File: src/rtl/tetris_vga_pkg.sv
// -----------------------------------------------------------------------------
// tetris_vga_pkg
// Shared definitions for the Tetris VGA blocks: the block-code enum, the
// per-block colour table, the preview border colour and the sprite size.
// No ports (package).
// -----------------------------------------------------------------------------
package tetris_vga_pkg;

  // Block codes as written by the CPU; BLK_NONE draws nothing.
  typedef enum logic [2:0] {
    BLK_I    = 3'd0,
    BLK_L    = 3'd1,
    BLK_J    = 3'd2,
    BLK_O    = 3'd3,
    BLK_S    = 3'd4,
    BLK_T    = 3'd5,
    BLK_Z    = 3'd6,
    BLK_NONE = 3'd7
  } blk_t;

  // Sprites are SPRITE_DIM x SPRITE_DIM sprite pixels.
  localparam int SPRITE_DIM = 8;

  // 12-bit RGB (4:4:4) colour per block code, indexed by blk_t.
  localparam logic [11:0] COLOR_LUT [0:7] = '{
    12'h0FF,  // I cyan
    12'hF80,  // L orange
    12'h00F,  // J blue
    12'hFF0,  // O yellow
    12'h0F0,  // S green
    12'hA0F,  // T purple
    12'hF00,  // Z red
    12'h000   // none
  };

  // Colour of the optional 1-pixel ring around the preview window.
  localparam logic [11:0] BORDER_RGB = 12'hFFF;

endpackage

File: src/rtl/next_block_preview_if.sv
// -----------------------------------------------------------------------------
// next_block_preview_if
// Bundles the pixel stream, the CPU next-block write port and the preview
// pixel outputs.
//   pix_x, pix_y   : current pixel column/row from the VGA timing generator
//   video_on       : current pixel is visible
//   frame_start    : one-cycle pulse at the start of each frame
//   next_block_wr  : CPU write strobe for the next-block code
//   next_block_din : block code to write (blk_t encoding)
//   preview_hit    : delayed pixel is a lit preview pixel
//   preview_rgb    : colour of the delayed pixel, 0 when not hit
// Modports: master drives the stream/writes, slave is the preview block.
// -----------------------------------------------------------------------------
interface next_block_preview_if;
  logic [9:0]  pix_x;
  logic [9:0]  pix_y;
  logic        video_on;
  logic        frame_start;
  logic        next_block_wr;
  logic [2:0]  next_block_din;
  logic        preview_hit;
  logic [11:0] preview_rgb;

  modport master (
    output pix_x, pix_y, video_on, frame_start, next_block_wr, next_block_din,
    input  preview_hit, preview_rgb
  );

  modport slave (
    input  pix_x, pix_y, video_on, frame_start, next_block_wr, next_block_din,
    output preview_hit, preview_rgb
  );
endinterface

File: src/rtl/tetris_sprites.sv
// -----------------------------------------------------------------------------
// tetris_sprites
// Combinational 8x8 sprite row ROM. Each tetromino cell is 2x2 sprite
// pixels; all shapes occupy rows 2..5, the other rows are blank. Bit 7 of
// the returned row is the leftmost pixel.
//   blk  : block code (BLK_NONE returns all zeros)
//   row  : sprite row 0..7
//   bits : 8 pixels of that row, MSB = column 0
// -----------------------------------------------------------------------------
module tetris_sprites
  import tetris_vga_pkg::*;
(
  input  blk_t       blk,
  input  logic [2:0] row,
  output logic [7:0] bits
);

  logic [7:0] upper;  // pattern for rows 2-3
  logic [7:0] lower;  // pattern for rows 4-5

  // Per-shape upper and lower cell rows.
  always_comb begin
    upper = 8'h00;
    lower = 8'h00;
    case (blk)
      BLK_I:   begin upper = 8'h00; lower = 8'hFF; end
      BLK_L:   begin upper = 8'h06; lower = 8'h7E; end
      BLK_J:   begin upper = 8'h60; lower = 8'h7E; end
      BLK_O:   begin upper = 8'h3C; lower = 8'h3C; end
      BLK_S:   begin upper = 8'h1E; lower = 8'h78; end
      BLK_T:   begin upper = 8'h7E; lower = 8'h18; end
      BLK_Z:   begin upper = 8'h78; lower = 8'h1E; end
      default: begin upper = 8'h00; lower = 8'h00; end
    endcase
  end

  // Rows 2-3 share row[2:1]=01, rows 4-5 share row[2:1]=10.
  always_comb begin
    case (row[2:1])
      2'b01:   bits = upper;
      2'b10:   bits = lower;
      default: bits = 8'h00;
    endcase
  end

endmodule

File: src/rtl/next_block_preview.sv
// -----------------------------------------------------------------------------
// next_block_preview
// Draws the "next block" sprite in a fixed window of the VGA frame. The CPU
// writes a pending block code at any time; it becomes the displayed code at
// the next frame_start so the preview never tears. Pixels pass a 2-stage
// pipeline: the outputs for the pixel sampled in cycle t are registered and
// valid in cycle t+2. The pipeline never stalls.
// Parameters: ORIGIN_X/ORIGIN_Y window top-left, SCALE_LOG2 magnification.
// Ports:
//   clk : clock
//   rst : synchronous active-high reset
//   bus : next_block_preview_if.slave (pixel stream, CPU write, outputs)
// Optional feature: define PREVIEW_BORDER_EN to draw a 1-pixel ring of
// BORDER_RGB around the window.
// -----------------------------------------------------------------------------
module next_block_preview
  import tetris_vga_pkg::*;
#(
  parameter int ORIGIN_X   = 520,
  parameter int ORIGIN_Y   = 80,
  parameter int SCALE_LOG2 = 3
) (
  input  logic clk,
  input  logic rst,
  next_block_preview_if.slave bus
);

  localparam int          WIN   = SPRITE_DIM << SCALE_LOG2;
  localparam logic [10:0] OX    = 11'(ORIGIN_X);
  localparam logic [10:0] OY    = 11'(ORIGIN_Y);
  localparam logic [10:0] WIN11 = 11'(WIN);

  blk_t pending_blk;
  blk_t active_blk;

  // Stage-1 combinational
  logic [10:0] dx;
  logic [10:0] dy;
  logic        in_win;
  logic [2:0]  col;
  logic [2:0]  row;

  // Stage-1 registers
  logic        s1_in_win;
  logic [2:0]  s1_col;
  logic [2:0]  s1_row;
  blk_t        s1_blk;

  // Stage-2 combinational and output registers
  logic [7:0]  rom_row;
  logic        lit;
  logic        next_hit;
  logic [11:0] next_rgb;
  logic        out_hit;
  logic [11:0] out_rgb;

`ifdef PREVIEW_BORDER_EN
  logic x_edge;
  logic y_edge;
  logic x_span;
  logic y_span;
  logic border;
  logic s1_border;
`endif

  // Block code registers; a write coinciding with frame_start goes straight to display.
  always_ff @(posedge clk) begin
    if (rst) begin
      pending_blk <= BLK_NONE;
      active_blk  <= BLK_NONE;
    end else begin
      if (bus.next_block_wr) begin
        pending_blk <= blk_t'(bus.next_block_din);
      end
      if (bus.frame_start) begin
        active_blk <= bus.next_block_wr ? blk_t'(bus.next_block_din) : pending_blk;
      end
    end
  end

  // Window-relative offsets; below-origin pixels wrap to large values in 11 bits.
  always_comb begin
    dx     = {1'b0, bus.pix_x} - OX;
    dy     = {1'b0, bus.pix_y} - OY;
    in_win = bus.video_on
             && ({1'b0, bus.pix_x} >= OX) && ({1'b0, bus.pix_y} >= OY)
             && (dx < WIN11) && (dy < WIN11);
    col    = dx[SCALE_LOG2+2:SCALE_LOG2];
    row    = dy[SCALE_LOG2+2:SCALE_LOG2];
  end

`ifdef PREVIEW_BORDER_EN
  // Ring detection: offset -1 (all ones) or WIN on one axis, within -1..WIN on the other.
  always_comb begin
    x_edge = (dx == 11'h7FF) || (dx == WIN11);
    y_edge = (dy == 11'h7FF) || (dy == WIN11);
    x_span = (dx == 11'h7FF) || (dx <= WIN11);
    y_span = (dy == 11'h7FF) || (dy <= WIN11);
    border = bus.video_on && ((x_edge && y_span) || (y_edge && x_span));
  end
`endif

  // Stage-1 pipeline registers.
  always_ff @(posedge clk) begin
    if (rst) begin
      s1_in_win <= 1'b0;
      s1_col    <= 3'd0;
      s1_row    <= 3'd0;
      s1_blk    <= BLK_NONE;
`ifdef PREVIEW_BORDER_EN
      s1_border <= 1'b0;
`endif
    end else begin
      s1_in_win <= in_win;
      s1_col    <= col;
      s1_row    <= row;
      s1_blk    <= active_blk;
`ifdef PREVIEW_BORDER_EN
      s1_border <= border;
`endif
    end
  end

  tetris_sprites u_sprites (
    .blk  (s1_blk),
    .row  (s1_row),
    .bits (rom_row)
  );

  // Pixel decision; the ROM row is consumed here and captured into the stage-2 output register.
  always_comb begin
    lit      = rom_row[3'd7 - s1_col];
    next_hit = 1'b0;
    next_rgb = 12'h000;
`ifdef PREVIEW_BORDER_EN
    if (s1_border) begin
      next_hit = 1'b1;
      next_rgb = BORDER_RGB;
    end else if (s1_in_win && lit) begin
      next_hit = 1'b1;
      next_rgb = COLOR_LUT[s1_blk];
    end else begin
      next_hit = 1'b0;
      next_rgb = 12'h000;
    end
`else
    if (s1_in_win && lit) begin
      next_hit = 1'b1;
      next_rgb = COLOR_LUT[s1_blk];
    end else begin
      next_hit = 1'b0;
      next_rgb = 12'h000;
    end
`endif
  end

  // Stage-2 output registers.
  always_ff @(posedge clk) begin
    if (rst) begin
      out_hit <= 1'b0;
      out_rgb <= 12'h000;
    end else begin
      out_hit <= next_hit;
      out_rgb <= next_rgb;
    end
  end

  assign bus.preview_hit = out_hit;
  assign bus.preview_rgb = out_rgb;

endmodule

File: src/flat_wrapper.sv
// flat-port wrapper written by rule: the top's interface ports become plain ports
module next_block_preview_flat import tetris_vga_pkg::*;
#(
  parameter int ORIGIN_X   = 520,
  parameter int ORIGIN_Y   = 80,
  parameter int SCALE_LOG2 = 3
)
  (clk, rst, bus_pix_x, bus_pix_y, bus_video_on, bus_frame_start, bus_next_block_wr, bus_next_block_din, bus_preview_hit, bus_preview_rgb);
  next_block_preview_if bus_i ();
  input  logic clk;
  input  logic rst;
  input wire logic [$bits(bus_i.pix_x)-1:0] bus_pix_x;
  input wire logic [$bits(bus_i.pix_y)-1:0] bus_pix_y;
  input wire logic [$bits(bus_i.video_on)-1:0] bus_video_on;
  input wire logic [$bits(bus_i.frame_start)-1:0] bus_frame_start;
  input wire logic [$bits(bus_i.next_block_wr)-1:0] bus_next_block_wr;
  input wire logic [$bits(bus_i.next_block_din)-1:0] bus_next_block_din;
  output wire logic [$bits(bus_i.preview_hit)-1:0] bus_preview_hit;
  output wire logic [$bits(bus_i.preview_rgb)-1:0] bus_preview_rgb;
  assign bus_i.pix_x = bus_pix_x;
  assign bus_i.pix_y = bus_pix_y;
  assign bus_i.video_on = bus_video_on;
  assign bus_i.frame_start = bus_frame_start;
  assign bus_i.next_block_wr = bus_next_block_wr;
  assign bus_i.next_block_din = bus_next_block_din;
  assign bus_preview_hit = bus_i.preview_hit;
  assign bus_preview_rgb = bus_i.preview_rgb;
  next_block_preview #(.ORIGIN_X(ORIGIN_X), .ORIGIN_Y(ORIGIN_Y), .SCALE_LOG2(SCALE_LOG2)) u_core (.clk(clk), .rst(rst), .bus(bus_i));
endmodule
File: config.mk
export PLATFORM = sky130hd
export DESIGN_NAME = next_block_preview_flat
export DESIGN_NICKNAME = d
export VERILOG_FILES = /design/src/rtl/tetris_vga_pkg.sv /design/src/rtl/next_block_preview_if.sv /design/src/rtl/tetris_sprites.sv /design/src/rtl/next_block_preview.sv /design/src/flat_wrapper.sv
export SDC_FILE = /design/constraint.sdc
export NUM_CORES = 1
export LEC_CHECK = 0
export ABC_CLOCK_PERIOD_IN_PS = 2950
export CORE_ASPECT_RATIO = 0.5
export CORE_MARGIN = 2
export CORE_UTILIZATION = 45
export CTS_CLUSTER_DIAMETER = 100
export DETAILED_ROUTE_END_ITERATION = 12
export GPL_TIMING_DRIVEN = 0
export PLACE_DENSITY = 0.79
export SKIP_LAST_GASP = 1
export SYNTH_ARGS = -nofsm -noshare
export SYNTH_HDL_FRONTEND = slang
export SYNTH_SLANG_ARGS = --single-unit
File: constraint.sdc
create_clock -name clk -period 2.95 [get_ports clk]
set_input_delay 0.59 -clock clk [delete_from_list [all_inputs] [get_ports clk]]
set_output_delay 0.59 -clock clk [all_outputs]
set_load 0.03 [all_outputs]
==> flow_summary.json <==
{
  "cts_hold_buf": 0,
  "clk_latency_ns": 0.27,
  "via_count": 1070,
  "start_util": 0.464,
  "finalClockSkew_ns": 0.00538,
  "p_sw_w": 0.000152,
  "worst-setup-path-type": "flip-flop to flip-flop",
  "slowest_delay_ns": 0.47,
  "syn_area_um2": 1180,
  "switching_share": 0.257,
  "timing.hold.ws_ns": 0.447,
  "cap_violations": 0,
  "relSlewSlack": 0.684,
  "drive_above_1_share": 0.131,
  "worstMarginPinSlew_ns": 0.473,
  "cts_buffer_depth": 2,
  "clkSinkCount": 21,
  "rr_startpoint": "u_core.s1_blk[0]",
  "netlist_instances": 138,
  "total_power_w": 0.000592,
  "status": "finished, final reports clean",
  "p_per_area_nw_per_um2": 368,
  "r2r-end": "u_core.bus.preview_rgb[3]",
  "ir_drop_mv": 0.315,
  "synth_top_area_share": 0.355,
  "synth_top_area_cell": "dfxtp_1",
  "r2r_cells": 7,
  "seqPwrFrac": 0.509,
  "clkPwrFrac": 0.338,
  "postCtsSetupBuffers": 0,
  "pwr-share-comb": 0.153,
  "synth_flop_cell": "dfxtp_1",
  "rsz0062_at_grt": "no",
  "antenna_left": 0,
  "dp_hpwl_um": 1850,
  "seq_area_frac_synth": 0.355,
  "whs_endpoint": "u_core.s1_blk[0]",
  "min_period_ns": 2.28,
  "drtPass1Iterations": 4,
  "synth_area_leaders": "dfxtp_1, ha_1, buf_4",
  "end_kind": "flip-flop",
  "finalSetupViolCount": 0,
  "ys_async_sr_fraction": 0,
  "synth_edf_count": 0,
  "min_path_cells": 1,
  "num_io_pins": 41,
  "crit_path_cell_trace": "inv_1 > ha_1 > or3_1 > o22ai_1 > o41ai_1 > a211oi_2 > a21oi_1",
  "fp.dieH_um": 40.3,
  "cpMaxStageDelayCell": "a211oi_2",
  "diodes": 0,
  "min_path_type": "flip-flop to flip-flop",
  "timing.critical_path.required_ns": 3.10,
  "holdCritStartpoint": "u_core.active_blk[0]",
  "grt-ovfl-total": 0,
  "gp_congestion": 0.853,
  "stdcell_area_um2": 1610,
  "fin_crit_sh": 0.772,
  "grt_pass1_vias": 889,
  "wl_per_cell_um": 11.5,
  "grt_max_degree": 14,
  "cts_max_level": 1,
  "row_count": 13,
  "clock-root-buffer": "clkbuf_8",
  "synthDistinctLibCells": 40,
  "worst_setup_path_start_kind": "flip-flop",
  "pre_cts_ws_ns": 0.716,
  "track_usage": 0.170,
  "fmax_mhz": 439,
  "cts_tree": "built",
  "synth_nets": 174,
  "finalWorstSetupSlack_ns": 0.672,
  "cellInternalPower_w": 0.000440,
  "viasPerCell": 5.05,
  "critPathArrivalTime_ns": 2.43,
  "drc_errors": 0,
  "cts.repair.resized": 0,
  "antenna_found_initial": 0,
  "yosys_warnings": 0,
  "hold_viol": 0,
  "dpl-instance-area_um2": 1560,
  "slew_violations": 0,
  "cp_max_fo": 7,
  "tns_ns": 0,
  "dieWidth_um": 76.6,
  "grt_pass1_wl_um": 3950,
  "path_clk_slew_ns": 0.08,
  "syn_avg_cell_area_um2": 8.59,
  "wl_um": 2430,
  "nets": 212,
  "ys_seq_elements": 21,
  "area_delta_synth_final_pct": 35.9,
  "io_buffer_count": 33,
  "drtIter0Drc": 84,
  "die_area_um2": 3080,
  "core_region_area_um2": 2550,
  "cts_buffers": 3,
  "r2r_setup_slack_ns": 0.67,
  "p_leak_nw": 0.684
}
==> stage by stage <==
stage | utilization | std cells
after floorplan | - | 138
after global placement | 0.611 | 208
after detailed placement | 0.611 | 208
after CTS | 0.631 | 212
after global routing | 0.631 | 212
final | 0.631 | 212
==> area by class of cell <==
class	instances	area, µm²
Fill cell	229	943
Multi-Input combinational cell	96	656
Sequential cell	21	420
Timing Repair Buffer	33	330
Buffer	10	67.6
Tap cell	37	46.3
Clock buffer	3	41.3
Inverter	11	41.3
Clock inverter	1	7.51
==> layer usage <==
layer  global-route usage  part of all wire  up-vias
met3               0.0563             0.048        3
met2                0.308              0.46       35
met1                0.209              0.49      477
met4               0.0318            0.0078        0
met5                    0                 0        -
li1                     -                 -      555
==> how the worst max path moves through the flow <==
stage,end,start
2_1_floorplan,u_core.bus.preview_rgb[10],u_core.s1_blk[0]
3_3_place_gp,u_core.bus.preview_rgb[10],u_core.s1_blk[0]
3_5_place_dp,u_core.bus.preview_rgb[3],u_core.s1_blk[0]
4_1_cts,u_core.bus.preview_rgb[3],u_core.s1_blk[0]
5_1_grt,u_core.bus.preview_rgb[9],u_core.s1_blk[0]
6_report,u_core.bus.preview_rgb[3],u_core.s1_blk[0]
==> cell families after synthesis <==
kind of cell | count (synthesis) | share of synthesized area
xor+xnor | 1 | 0.00739
mux | 4 | 0.0338
buf+inv | 21 | 0.0919
simple gates | 51 | 0.240
compound gates | 32 | 0.188
fa+ha+maj | 8 | 0.0845
flops | 21 | 0.355
==> critical path, delay by kind of cell, from the launching register on <==
family / cells / cell delay (ns)
DFF: 1 / 0.42
and+or+nand+nor: 1 / 0.39
AOI/OAI and AO/OA: 4 / 0.94
buffers and inverters: 1 / 0.10
adders and majority gates: 1 / 0.30
==> registers in the layout (all words and copies together) (netlist names) <==
register	count
u_core.active_blk	3
u_core.s1_row	2
u_core.bus.preview_rgb	5
u_core.s1_col	3
u_core.s1_blk	3
u_core.pending_blk	3
u_core.bus.preview_hit	1
u_core.s1_in_win	1
==> Yosys cell counts (all sizes together), types with 3 or more instances <==
cell    number
mux2i        4
a31oi        3
nand2b       6
o21ai        5
nand3b       3
inv         11
nand2        5
or2          6
nor2        15
ha           8
a21oi       10
nand3        4
buf          8
dfxtp       21
==> cell usage in the layout, fill, tap and decap left out, drive strengths merged, types with 2 or more instances in the layout <==
| master | n |
|---|---|
| clkdlybuf4s50 | 33 |
| dfxtp | 21 |
| nor2 | 15 |
| inv | 11 |
| a21oi | 10 |
| buf | 8 |
| ha | 8 |
| or2 | 6 |
| nand2b | 6 |
| nand2 | 5 |
| o21ai | 5 |
| clkbuf | 5 |
| mux2i | 4 |
| nand3 | 4 |
| a31oi | 3 |
| nand3b | 3 |
| nor2b | 2 |
| a21o | 2 |
| or3 | 2 |
| nor3 | 2 |
| a211oi | 2 |
==> power by group through the flow <==
stage	clock network [W]	logic, W	registers [W]
5_1_grt	0.000213	0.000102	0.000303
4_1_cts	0.000205	0.0000909	0.000301
6_report	0.000200	0.0000908	0.000301
3_3_place_gp	0	0.0000892	0.000308
2_1_floorplan	0	0.0000491	0.000306
3_5_place_dp	0	0.0000902	0.000308
(Power assumes the default switching activity.)
